--- src/rtl/rv_pkg.sv ---
// Shared RV32I fetch-side definitions: widths, PC step, base opcodes and the fetch state encoding.
package rv_pkg;
  localparam int XLEN = 32;
  localparam int ILEN = 32;
  localparam logic [XLEN-1:0] PC_STEP = 32'd4;

  localparam logic [6:0] OP_LOAD   = 7'b0000011;
  localparam logic [6:0] OP_IMM    = 7'b0010011;
  localparam logic [6:0] OP_BRANCH = 7'b1100011;
  localparam logic [6:0] OP_STORE  = 7'b0100011;
  localparam logic [6:0] OP_REG    = 7'b0110011;

  typedef enum logic {
    FETCH_IDLE = 1'b0,
    FETCH_RUN  = 1'b1
  } fetch_state_e;

  function automatic logic [XLEN-1:0] align_pc(input logic [XLEN-1:0] pc);
    return pc & ~32'h0000_0003;
  endfunction
endpackage

--- src/rtl/instr_fetch_unit_fetch_fifo.sv ---
// Small synchronous FIFO with flush and occupancy count; head is read straight from storage registers.
module fetch_fifo #(
  parameter int DEPTH  = 2,
  parameter int DATA_W = 32,
  localparam int PTR_W = $clog2(DEPTH),
  localparam int CNT_W = $clog2(DEPTH) + 1
) (
  input  logic              clk,
  input  logic              rst_n,
  input  logic              flush,
  input  logic              push,
  input  logic [DATA_W-1:0] wr_data,
  input  logic              pop,
  output logic              rd_valid,
  output logic [DATA_W-1:0] rd_data,
  output logic [CNT_W-1:0]  count
);
  logic [DATA_W-1:0] mem_q [DEPTH];
  logic [DATA_W-1:0] mem_d [DEPTH];
  logic [PTR_W-1:0]  wr_ptr_q, wr_ptr_d, rd_ptr_q, rd_ptr_d;
  logic [CNT_W-1:0]  count_q, count_d;
  logic              full, pop_ok, push_ok;

  assign full     = (count_q == CNT_W'(DEPTH));
  assign pop_ok   = pop && (count_q != '0);
  // A push into a full FIFO is legal only when the head leaves on the same edge.
  assign push_ok  = push && (!full || pop_ok);
  assign rd_valid = (count_q != '0);
  assign rd_data  = mem_q[rd_ptr_q];
  assign count    = count_q;

  always_comb begin
    mem_d    = mem_q;
    wr_ptr_d = wr_ptr_q;
    rd_ptr_d = rd_ptr_q;
    count_d  = count_q;
    if (flush) begin
      wr_ptr_d = '0;
      rd_ptr_d = '0;
      count_d  = '0;
    end else begin
      if (pop_ok) rd_ptr_d = rd_ptr_q + PTR_W'(1);
      if (push_ok) begin
        mem_d[wr_ptr_q] = wr_data;
        wr_ptr_d        = wr_ptr_q + PTR_W'(1);
      end
      count_d = count_q + CNT_W'(push_ok) - CNT_W'(pop_ok);
    end
  end

  always_ff @(posedge clk or negedge rst_n) begin
    if (!rst_n) begin
      for (int i = 0; i < DEPTH; i++) mem_q[i] <= '0;
      wr_ptr_q <= '0;
      rd_ptr_q <= '0;
      count_q  <= '0;
    end else begin
      mem_q    <= mem_d;
      wr_ptr_q <= wr_ptr_d;
      rd_ptr_q <= rd_ptr_d;
      count_q  <= count_d;
    end
  end

  always @(posedge clk) begin
    if (rst_n && !flush) assert (!(push && full && !pop_ok));
  end
endmodule

--- src/rtl/instr_fetch_unit.sv ---
// PC owner and credit-limited instruction prefetcher feeding decode; redirects flush the stream and
// convert every in-flight response into one to be dropped.
module instr_fetch_unit
  import rv_pkg::*;
#(
  parameter logic [31:0] RESET_PC   = 32'h0000_0000,
  parameter int          FIFO_DEPTH = 2
) (
  input  logic        clk,
  input  logic        rst_n,
  output logic        imem_req_valid,
  input  logic        imem_req_ready,
  output logic [31:0] imem_req_addr,
  input  logic        imem_rsp_valid,
  input  logic [31:0] imem_rsp_data,
  input  logic        redirect_valid,
  input  logic [31:0] redirect_pc,
  output logic        inst_valid,
  input  logic        inst_ready,
  output logic [31:0] inst,
  output logic [31:0] inst_pc
);
  localparam int CNT_W = $clog2(FIFO_DEPTH) + 1;
  localparam logic [CNT_W:0] CREDITS = (CNT_W + 1)'(FIFO_DEPTH);

  fetch_state_e          state_q, state_d;
  logic [XLEN-1:0]       pc_q, pc_d, pend_addr_q, pend_addr_d;
  logic                  pend_q, pend_d, pend_stale_q, pend_stale_d;
  logic [CNT_W-1:0]      out_q, out_d, drop_q, drop_d;
  logic [CNT_W-1:0]      buf_count, infl_count;
  logic                  run, credit_ok, req_hs, stale_now, rsp_drop, rsp_keep;
  logic                  infl_valid;
  logic [XLEN-1:0]       infl_pc;
  logic [ILEN+XLEN-1:0]  head;

  always_ff @(posedge clk or negedge rst_n) begin
    if (!rst_n) state_q <= FETCH_IDLE;
    else        state_q <= state_d;
  end

  always_comb begin
    state_d = state_q;
    case (state_q)
      FETCH_IDLE: state_d = FETCH_RUN;
      FETCH_RUN:  state_d = FETCH_RUN;
      default:    state_d = FETCH_IDLE;
    endcase
  end

  always_comb begin
    run            = (state_q == FETCH_RUN);
    credit_ok      = ({1'b0, buf_count} + {1'b0, out_q} + {1'b0, drop_q}) < CREDITS;
    // A presented request is held with its original address even across redirects.
    imem_req_valid = pend_q | (run & credit_ok);
    imem_req_addr  = pend_q ? pend_addr_q : pc_q;
  end

  assign req_hs    = imem_req_valid & imem_req_ready;
  assign stale_now = (pend_q & pend_stale_q) | redirect_valid;
  assign rsp_drop  = imem_rsp_valid & (drop_q != '0);
  assign rsp_keep  = imem_rsp_valid & (drop_q == '0);

  always_comb begin
    pc_d         = pc_q;
    out_d        = out_q;
    drop_d       = drop_q;
    pend_d       = imem_req_valid & ~imem_req_ready;
    pend_addr_d  = imem_req_addr;
    pend_stale_d = pend_d & stale_now;
    if (redirect_valid) begin
      pc_d   = align_pc(redirect_pc);
      out_d  = '0;
      drop_d = drop_q + out_q + CNT_W'(req_hs) - CNT_W'(imem_rsp_valid);
    end else begin
      // A stale request was already replaced by the redirect target, so it must not advance the PC.
      if (req_hs && !stale_now) pc_d = pc_q + PC_STEP;
      out_d  = out_q + CNT_W'(req_hs & ~stale_now) - CNT_W'(rsp_keep);
      drop_d = drop_q + CNT_W'(req_hs & stale_now) - CNT_W'(rsp_drop);
    end
  end

  always_ff @(posedge clk or negedge rst_n) begin
    if (!rst_n) begin
      pc_q         <= RESET_PC;
      pend_addr_q  <= RESET_PC;
      pend_q       <= 1'b0;
      pend_stale_q <= 1'b0;
      out_q        <= '0;
      drop_q       <= '0;
    end else begin
      pc_q         <= pc_d;
      pend_addr_q  <= pend_addr_d;
      pend_q       <= pend_d;
      pend_stale_q <= pend_stale_d;
      out_q        <= out_d;
      drop_q       <= drop_d;
    end
  end

  fetch_fifo #(.DEPTH(FIFO_DEPTH), .DATA_W(XLEN)) u_inflight_pc (
    .clk      (clk),
    .rst_n    (rst_n),
    .flush    (1'b0),
    .push     (req_hs),
    .wr_data  (imem_req_addr),
    .pop      (imem_rsp_valid),
    .rd_valid (infl_valid),
    .rd_data  (infl_pc),
    .count    (infl_count)
  );

  fetch_fifo #(.DEPTH(FIFO_DEPTH), .DATA_W(ILEN + XLEN)) u_inst_buf (
    .clk      (clk),
    .rst_n    (rst_n),
    .flush    (redirect_valid),
    .push     (rsp_keep & ~redirect_valid),
    .wr_data  ({imem_rsp_data, infl_pc}),
    .pop      (inst_valid & inst_ready),
    .rd_valid (inst_valid),
    .rd_data  (head),
    .count    (buf_count)
  );

  assign inst    = head[ILEN+XLEN-1:XLEN];
  assign inst_pc = head[XLEN-1:0];

  always @(posedge clk) begin
    if (rst_n) begin
      assert (!imem_rsp_valid || infl_valid);
      assert (infl_count == out_q + drop_q);
    end
  end
endmodule

--- config.mk ---
export PLATFORM = sky130hd
export DESIGN_NAME = instr_fetch_unit
export DESIGN_NICKNAME = d
export VERILOG_FILES = /design/src/rtl/rv_pkg.sv /design/src/rtl/instr_fetch_unit_fetch_fifo.sv /design/src/rtl/instr_fetch_unit.sv
export SDC_FILE = /design/constraint.sdc
export NUM_CORES = 1
export LEC_CHECK = 0
export ABC_AREA = 1
export CORE_UTILIZATION = 55
export DETAILED_ROUTE_END_ITERATION = 10
export DONT_BUFFER_PORTS = 1
export PLACE_DENSITY = 0.8
export SLEW_MARGIN = 20
export SYNTH_ARGS = -nofsm -noshare
export SYNTH_HDL_FRONTEND = slang
export SYNTH_SLANG_ARGS = --single-unit
--- constraint.sdc ---
create_clock -name clk -period 6.5 [get_ports clk]
set_input_delay 1.3 -clock clk [delete_from_list [all_inputs] [get_ports clk]]
set_output_delay 1.3 -clock clk [all_outputs]
set_load 0.05 [all_outputs]
==> results_dict.tcl, run 1 <==
set metrics [dict create \
    status "completed" \
    cts_tree "yes" \
    startpoint_type "register" \
    antenna_cells 0 \
    drcViolationCount 0 \
    swShare_pct 47.6 \
    grt_overflow 0 \
    hold_viol_final 0 \
    synth_most_common_cell "nand2_1" \
    ant_nets 0 \
    p_per_area_mw_per_mm2 562 \
    grt_pass1_vias 9393 \
    die-area_mm2 0.0238 \
    fin_skew_ps 29.7 \
    drt_iter0_drc 888 \
    totalWireLength_um 29600 \
    drt_first_pass_iters 7 \
    area_growth_pct 8.78 \
    io_buffers 0 \
    stdcell_count 1906 \
    yosysSeqAreaShare_pct 52.8 \
    critPathBufInv 1 \
    p_sw_w 0.00371 \
    synth_area_per_cell_um2 7.86 \
    drive_above_1_share_pct 6.66 \
    initial_core_util_pct 56.1 \
    synth_edf_count 0 \
    post_cts_buffers 0 \
    rr_worst_depth 13 \
    hp-class "in -> async" \
    nets 1687 \
    hold_buffers 0 \
    fp.dieW_um 154 \
    synthTopCellsByCount "nand2_1 (629), dfrtp_1 (269), o21ai_0 (189)" \
    cts_resized 0 \
    async_flop_share_pct 100 \
    synth_ff_type "dfrtp_1" \
    gp_congestion 0.905 \
    fin_ws_ps 2100 \
    yosysUniqueCellTypes 40 \
    reg2reg_slack_ps 3140 \
    final.min_clock_period_ps 4400 \
    core-area_mm2 0.0227 \
    synthesis.area_mm2 0.0127 \
    numCtsBuffers 28 \
    timing.setup.tns_ps 0 \
    critPathRequiredTime_ps 5200 \
    synth_top_cells_by_area "dfrtp_1 (53%), nand2_1 (19%), o21ai_0 (7.4%)" \
    tightest_slew_ps 1120 \
    dp_hpwl_um 18800 \
    arrival_ps 3100 \
    slew_viol_final 0 \
    vdd_drop_max_mv 0.265 \
    crit_family "buffers and inverters" \
    rsz0062_at_grt "false" \
    clockBufferDepth 3 \
    num_rows 55 \
    cpPeakStageDelay_ps 1040 \
    wl_per_cell_um 15.5 \
    clkSlewWorstSetupHoldPaths_ps 60 \
    grt_pass1_wl_um 48200 \
    syn_inst 1622 \
    h-tree-depth 1 \
    combPwrFrac_pct 43.7 \
    antenna_found_initial 0 \
    clock_power_share_pct 20.6 \
    path_common_cell "nand2_1" \
    path_cells "clkinv_1 -> nand2_1 -> nand2_1" \
    setup_viol 0 \
    r2r_end "u_inflight_pc.mem_q[3]" \
    synth_seq_cells 269 \
    path_max_fanout 61 \
    cp-end-kind "primary output" \
    p_int_w 0.00408 \
    die_h_um 154 \
    synth_top_area_share_pct 52.8 \
    insertion_delay_ps 550 \
    cts_sinks 269 \
    synth_top_cell_by_area "dfrtp_1" \
    pin_count 168 \
    leakagePower_nw 6.94 \
    p_seq_share_pct 35.8 \
    dpl.cell_count 1857 \
    period_share_pct 67.7 \
    cp_slowest_cell "clkinv_1" \
    grt_max_degree 270 \
    r2r-start "drop_q[1]" \
    synth_fp_nets 1707 \
    grt_usage_pct 25.2 \
    critical_path_class "reg -> out" \
    vias 10253 \
    yosysWarnings 0 \
    slew_headroom_pct 25.1 \
    drv_cap 0 \
    root_buffer "clkbuf_16" \
    cp-startpoint "u_inst_buf.rd_ptr_q" \
    vias_per_cell 5.38 \
    fmax_ghz 0.227 \
    preCtsSetupSlack_ps 2230 \
]
==> cell usage in the layout, fill, tap and decap left out, types with 2 or more instances in the layout <==
master     instances
dfrtp_1          267
buf_4             32
ha_1              13
xor2_1             7
o21ai_2            6
o21bai_1           2
o211ai_1           6
clkinv_1           2
nor3_1             2
nor2_4             2
nand4_1            3
o21ai_0          129
bufinv_16          2
clkinv_2           3
clkbuf_1           6
nand2_2            3
nor2_2             2
clkbuf_16         28
a21oi_1           11
nand3_1           44
o22ai_1            2
or2_2              3
fa_1               2
clkbuf_8           8
o21ai_1          146
inv_1            163
nand2_4            3
inv_2              6
nand3_2            2
xnor2_1            7
nor2_1            67
nand2_1          629
==> state kept, by name, indices dropped and copies added (netlist names), 2 cells and up <==
name,flops
u_inst_buf.count,2
u_inflight_pc.mem_q,64
u_inflight_pc.count,2
pend_addr_q,32
pc_q,30
drop_q,2
out_q,2
u_inst_buf.mem_q,128
==> logic make-up (layout without fill, tap and decap cells) <==
kind of cell,Yosys count,in the layout,share of synthesized area [%]
and+or+nand+nor,764,764,23.9
AOI/OAI and AO/OA,306,306,12.4
DFF,269,269,52.8
buffers and inverters,253,252,8.39
adders and majority gates,15,15,1.59
xor gates and xnor gates,14,14,0.962
other,1,1,0.0294
==> power by group through the flow <==
| stage | Clock (W) | Sequential [W] | Combinational, W |
|---|---|---|---|
| floorplan | 0 | 0.00265 | 0.00280 |
| global placement | 0 | 0.00277 | 0.00328 |
| detailed placement | 0 | 0.00280 | 0.00337 |
| CTS | 0.00162 | 0.00278 | 0.00340 |
| global route | 0.00169 | 0.00286 | 0.00373 |
| finish | 0.00160 | 0.00278 | 0.00340 |
==> per-layer routing <==
metal  wire length [um]  global-route usage [%]  vias up
met1              13500                    36.8     4841
met3               2160                    4.96       40
li1                   -                       -     5034
met4                706                    7.62        0
met5                  0                       0        -
met2              13300                    38.1      338
==> final cells by class <==
| cell class | instances | area [um2] |
|---|---|---|
| clock inverter | 7 | 100 |
| tap | 285 | 357 |
| clock buffer | 42 | 833 |
| multi-input combinational | 1100 | 4960 |
| sequential | 269 | 6740 |
| timing repair buffer | 32 | 240 |
| inverter | 171 | 642 |
| fill | 1949 | 8840 |
==> per-stage QoR <==
step	utilization (%)	area, um2	power, W	hold WS (ps)
after floorplan	-	12700	0.00545	449
after global placement	56.9	12900	0.00605	462
after detailed placement	56.9	12900	0.00617	465
after CTS	61.0	13900	0.00780	440
after global routing	61.1	13900	0.00828	441
final	61.1	13900	0.00779	471
==> worst max-delay path by stage <==
stage	cells past startpoint	end	slack [ps]
3_3_place_gp	3	inst[1]	2260
5_1_grt	3	inst[15]	1890
4_1_cts	3	inst[8]	1640
6_report	3	inst[8]	2100
2_1_floorplan	3	imem_req_addr[23]	3280
3_5_place_dp	3	inst[3]	2230
Note: power is estimated with default switching activity, not from simulation.
==> inputs of run 2 (changes only) <==
clock period = 4.3 ns   (was 6.5 ns; I/O delays follow)
==> results_dict.tcl, run 2 (same netlist as run 1, synthesis figures left out) <==
set metrics [dict create \
    hp-class "in -> async" \
    path_max_fanout 48 \
    clockBufferDepth 3 \
    num_rows 55 \
    die-area_mm2 0.0238 \
    h-tree-depth 1 \
    path_common_cell "nand2_1" \
    nets 1690 \
    insertion_delay_ps 540 \
    final_core_utilization_pct 60.8 \
    leakagePower_nw 6.91 \
    timing.setup.tns_ps 0 \
    rsz0062_at_grt "false" \
    numCtsBuffers 28 \
    drv_cap 0 \
    io_buffers 0 \
    core-area_mm2 0.0227 \
    die_h_um 154 \
    vias 10222 \
    critPathRequiredTime_ps 3440 \
    fin_skew_ps 15.1 \
    hold_buffers 0 \
    clkSlewWorstSetupHoldPaths_ps 60 \
    hold_viol_final 0 \
    ant_nets 0 \
    arrival_ps 3110 \
    antenna_found_initial 0 \
    place_area_mm2 0.0129 \
    largest_register_ffs 128 \
    cp-end-kind "primary output" \
    slew_viol_final 0 \
    post_cts_buffers 0 \
    vias_per_cell 5.35 \
    gp_congestion 0.886 \
    slew_headroom_pct 20.7 \
    grt_usage_pct 25.0 \
    tightest_slew_ps 1180 \
    fin_total_pwr_w 0.0116 \
    fp.dieW_um 154 \
    dp_hpwl_um 19200 \
    grt_pass1_wl_um 48000 \
    drt_iter0_drc 850 \
    wl_per_cell_um 15.5 \
    top_register "u_inst_buf.mem_q" \
    fill_cells 1975 \
    fmax_ghz 0.252 \
    grt_overflow 0 \
    startpoint_type "register" \
    initial_core_util_pct 56.1 \
    critical_path_class "reg -> out" \
    cts_resized 0 \
    drcViolationCount 0 \
    design_area_mm2 0.0138 \
    p_per_area_mw_per_mm2 839 \
    path_cells "clkinv_1 -> nand2_1 -> nand2_1" \
    setup_viol 0 \
    area_growth_pct 8.28 \
    root_buffer "clkbuf_16" \
    drt_first_pass_iters 5 \
    pin_count 168 \
    cpPeakStageDelay_ps 1080 \
    final_cell_mix "nand2_1 (629), dfrtp_1 (267), inv_1 (163)" \
    grt_max_degree 270 \
    drive_above_1_share_pct 6.47 \
    vdd_drop_max_mv 0.372 \
    final.min_clock_period_ps 3970 \
    antenna_cells 0 \
    cts_sinks 269 \
    reg_top3 "u_inst_buf.mem_q (128), u_inflight_pc.mem_q (64), pend_addr_q (32)" \
    cp_slowest_cell "clkinv_1" \
    totalWireLength_um 29500 \
    cts_tree "yes" \
    period_share_pct 92.2 \
    status "completed" \
    final_common_cell "nand2_1" \
    grt_pass1_vias 9392 \
]
==> run 2: cell count changes in the layout (fill, tap and decap cells not counted), moves of 2 or more <==
cell / change
dlygate4sd3_1: +2
bufinv_16: -2
clkbuf_8: -5
clkinv_2: +4
clkbuf_1: +3
==> run 2: final timing paths <==
kind | startpoint | endpoint | slack (ps) | cells past startpoint
max in group asynchronous | rst_n | pend_q | 3540 | 0
hold / removal | rst_n | u_inst_buf.mem_q[48] | 20 | 0
hold reg to reg | u_inflight_pc.rd_ptr_q | u_inflight_pc.rd_ptr_q | 470 | 1
min in group clk | imem_req_ready | pend_q | 390 | 1
setup reg to reg | drop_q[1] | u_inflight_pc.mem_q[12] | 930 | 13
setup / recovery | u_inst_buf.rd_ptr_q | inst[28] | 330 | 3
==> run 2: metrics by stage <==
stage	setup WS (ps)	hold WS, ps	std cells
2_1_floorplan	1380	449	1622
3_3_place_gp	816	461	1858
3_5_place_dp	812	465	1858
4_1_cts	239	3.75	1907
5_1_grt	25.2	1.14	1909
6_report	334	23.5	1909
==> run 2: critical path, delay by kind of cell (launching register included) <==
family	cells	cell delay [ps]
AND/OR/NAND/NOR	2	610
buffers and inverters	1	1080
flip-flops	1	860
==> run 2: area by class of cell <==
cell class | count | area [um2] | area share (%)
sequential | 269 | 6730 | 48.8
multi-input combinational | 1100 | 4950 | 35.9
clock buffer | 41 | 801 | 5.80
inverter | 171 | 643 | 4.66
tap | 285 | 357 | 2.58
timing repair buffer | 35 | 268 | 1.94
clock inverter | 8 | 47.5 | 0.344
==> run 2: layer usage <==
metal	GRT usage [%]	routed length (um)	vias to the layer above
met5	0	0	-
met2	38.1	13300	308
met3	4.68	2080	54
met4	7.33	745	0
li1	-	-	5015
met1	36.5	13400	4845
==> run 2: power breakdown <==
group          total (W)  leakage (nW)  switching (W)  internal [W]
Clock            0.00225         0.421       0.000967       0.00128
Sequential       0.00418          3.41       0.000596       0.00358
Combinational    0.00515          3.09        0.00402       0.00113
Total             0.0116          6.91        0.00559       0.00599
==> inputs of run 3 (changes only) <==
CTS_BUF_LIST = sky130_fd_sc_hd__clkbuf_16   (was not set)
SLEW_MARGIN = not set   (was 20)
==> results_dict.tcl, run 3 (same netlist as run 1, synthesis figures left out) <==
set metrics [dict create \
    hold_viol_final 0 \
    critPathBufInv 1 \
    status "completed" \
    path_cells "clkinv_1 -> nand2_1 -> nand2_1" \
    path_common_cell "nand2_1" \
    fp.dieW_um 154 \
    p_per_area_mw_per_mm2 835 \
    r2r-start "drop_q[1]" \
    largest_register_ffs 128 \
    critical_path_class "reg -> out" \
    cp-end-kind "primary output" \
    top_register "u_inst_buf.mem_q" \
    clockBufferDepth 3 \
    antenna_found_initial 0 \
    grt_pass1_wl_um 47900 \
    fmax_ghz 0.250 \
    arrival_ps 3140 \
    leakagePower_nw 6.93 \
    final_common_cell "nand2_1" \
    final_cell_mix "nand2_1 (629), dfrtp_1 (267), inv_1 (172)" \
    post_cts_buffers 0 \
    insertion_delay_ps 540 \
    die_h_um 154 \
    grt_usage_pct 25.0 \
    path_max_fanout 48 \
    drcViolationCount 0 \
    totalWireLength_um 29500 \
    critPathRequiredTime_ps 3440 \
    tightest_slew_ps 1220 \
    dp_hpwl_um 19200 \
    drt_iter0_drc 912 \
    hold_buffers 0 \
    slew_viol_final 0 \
    cp-startpoint "u_inst_buf.rd_ptr_q" \
    grt_pass1_vias 9393 \
    final.min_clock_period_ps 4000 \
    drv_cap 0 \
    slew_headroom_pct 18.1 \
    drt_first_pass_iters 5 \
    area_growth_pct 7.98 \
    hp-class "in -> async" \
    cts_sinks 269 \
    startpoint_type "register" \
    root_buffer "clkbuf_16" \
    cpPeakStageDelay_ps 1100 \
    cts_tree "yes" \
    timing.setup.tns_ps 0 \
    wl_per_cell_um 15.5 \
    clkSlewWorstSetupHoldPaths_ps 60 \
    vias_per_cell 5.35 \
    reg_top3 "u_inst_buf.mem_q (128), u_inflight_pc.mem_q (64), pend_addr_q (32)" \
    vias 10208 \
    nets 1690 \
    fin_skew_ps 17.9 \
    vdd_drop_max_mv 0.376 \
    core-area_mm2 0.0227 \
    die-area_mm2 0.0238 \
    final_core_utilization_pct 60.6 \
    io_buffers 0 \
    grt_overflow 0 \
    grt_max_degree 270 \
    rsz0062_at_grt "false" \
    num_rows 55 \
    cp_slowest_cell "clkinv_1" \
    numCtsBuffers 28 \
    initial_core_util_pct 56.1 \
    period_share_pct 93.0 \
    cts_resized 0 \
    ant_nets 0 \
    h-tree-depth 1 \
    gp_congestion 0.886 \
    drive_above_1_share_pct 6.16 \
    antenna_cells 0 \
    setup_viol 0 \
    crit_family "buffers and inverters" \
    pin_count 168 \
]
[run 3: changes by cell type in the layout (fill, tap and decap cells not counted), sizes merged]
| cell | change |
|---|---|
| clkbuf | -12 |
| clkinv | +2 |
| inv | +10 |
[run 3: routing by layer]
layer,global-route usage (%),part of all wire (%),wire length [um],up-vias
met1,36.4,46,13600,4832
met5,0,0,0,-
met2,38.2,45,13200,301
li1,-,-,-,5022
met4,7.19,2.4,723,0
met3,4.71,6.9,2030,53
[run 3: per-stage QoR]
stage | cells | cell area (um2) | total power [W] | setup slack [ps] | hold WS (ps)
final | 1909 | 13800 | 0.0115 | 303 | 31.5
after global routing | 1909 | 13800 | 0.0122 | 26.5 | 2.83
after CTS | 1907 | 13700 | 0.0115 | 242 | 6.25
after detailed placement | 1858 | 12900 | 0.00933 | 812 | 465
after global placement | 1858 | 12900 | 0.00915 | 816 | 461
after floorplan | 1622 | 12700 | 0.00823 | 1380 | 449
[run 3: cell type report]
| type | count | area, um2 |
|---|---|---|
| Clock inverter | 20 | 92.6 |
| Timing Repair Buffer | 35 | 268 |
| Inverter | 171 | 642 |
| Multi-Input combinational cell | 1100 | 4950 |
| Fill cell | 1981 | 8940 |
| Sequential cell | 269 | 6730 |
| Clock buffer | 29 | 726 |
| Tap cell | 285 | 357 |
[run 3: path summary, 6_finish.rpt]
path | to | slack, ps | cells after the start
max | inst[18] | 300 | 3
min | u_inst_buf.mem_q[108] | 30 | 0
max reg2reg | u_inflight_pc.mem_q[12] | 920 | 13
min reg2reg | u_inflight_pc.rd_ptr_q | 470 | 1
max in group asynchronous | u_inst_buf.mem_q[112] | 3530 | 1
min in group clk | pend_q | 390 | 1
[run 3: worst reg2reg max path, stage by stage (launching register included)]
cell and delay [ps]:
dfrtp_1 430, inv_1 100, fa_1 500, inv_1 40, ha_1 280, nor2_1 100
nand3_1 100, nand2_2 280, nand2_1 130, inv_2 120, nand2_4 250, nor2_4 710
nand2_1 150, nand2_1 120
[run 3: power by group]
group	total (W)	switching, W	internal, W	leakage [nW]
Sequential	0.00417	0.000593	0.00358	3.41
Clock	0.00217	0.000962	0.00121	0.442
Combinational	0.00515	0.00403	0.00113	3.08
Total	0.0115	0.00558	0.00591	6.93
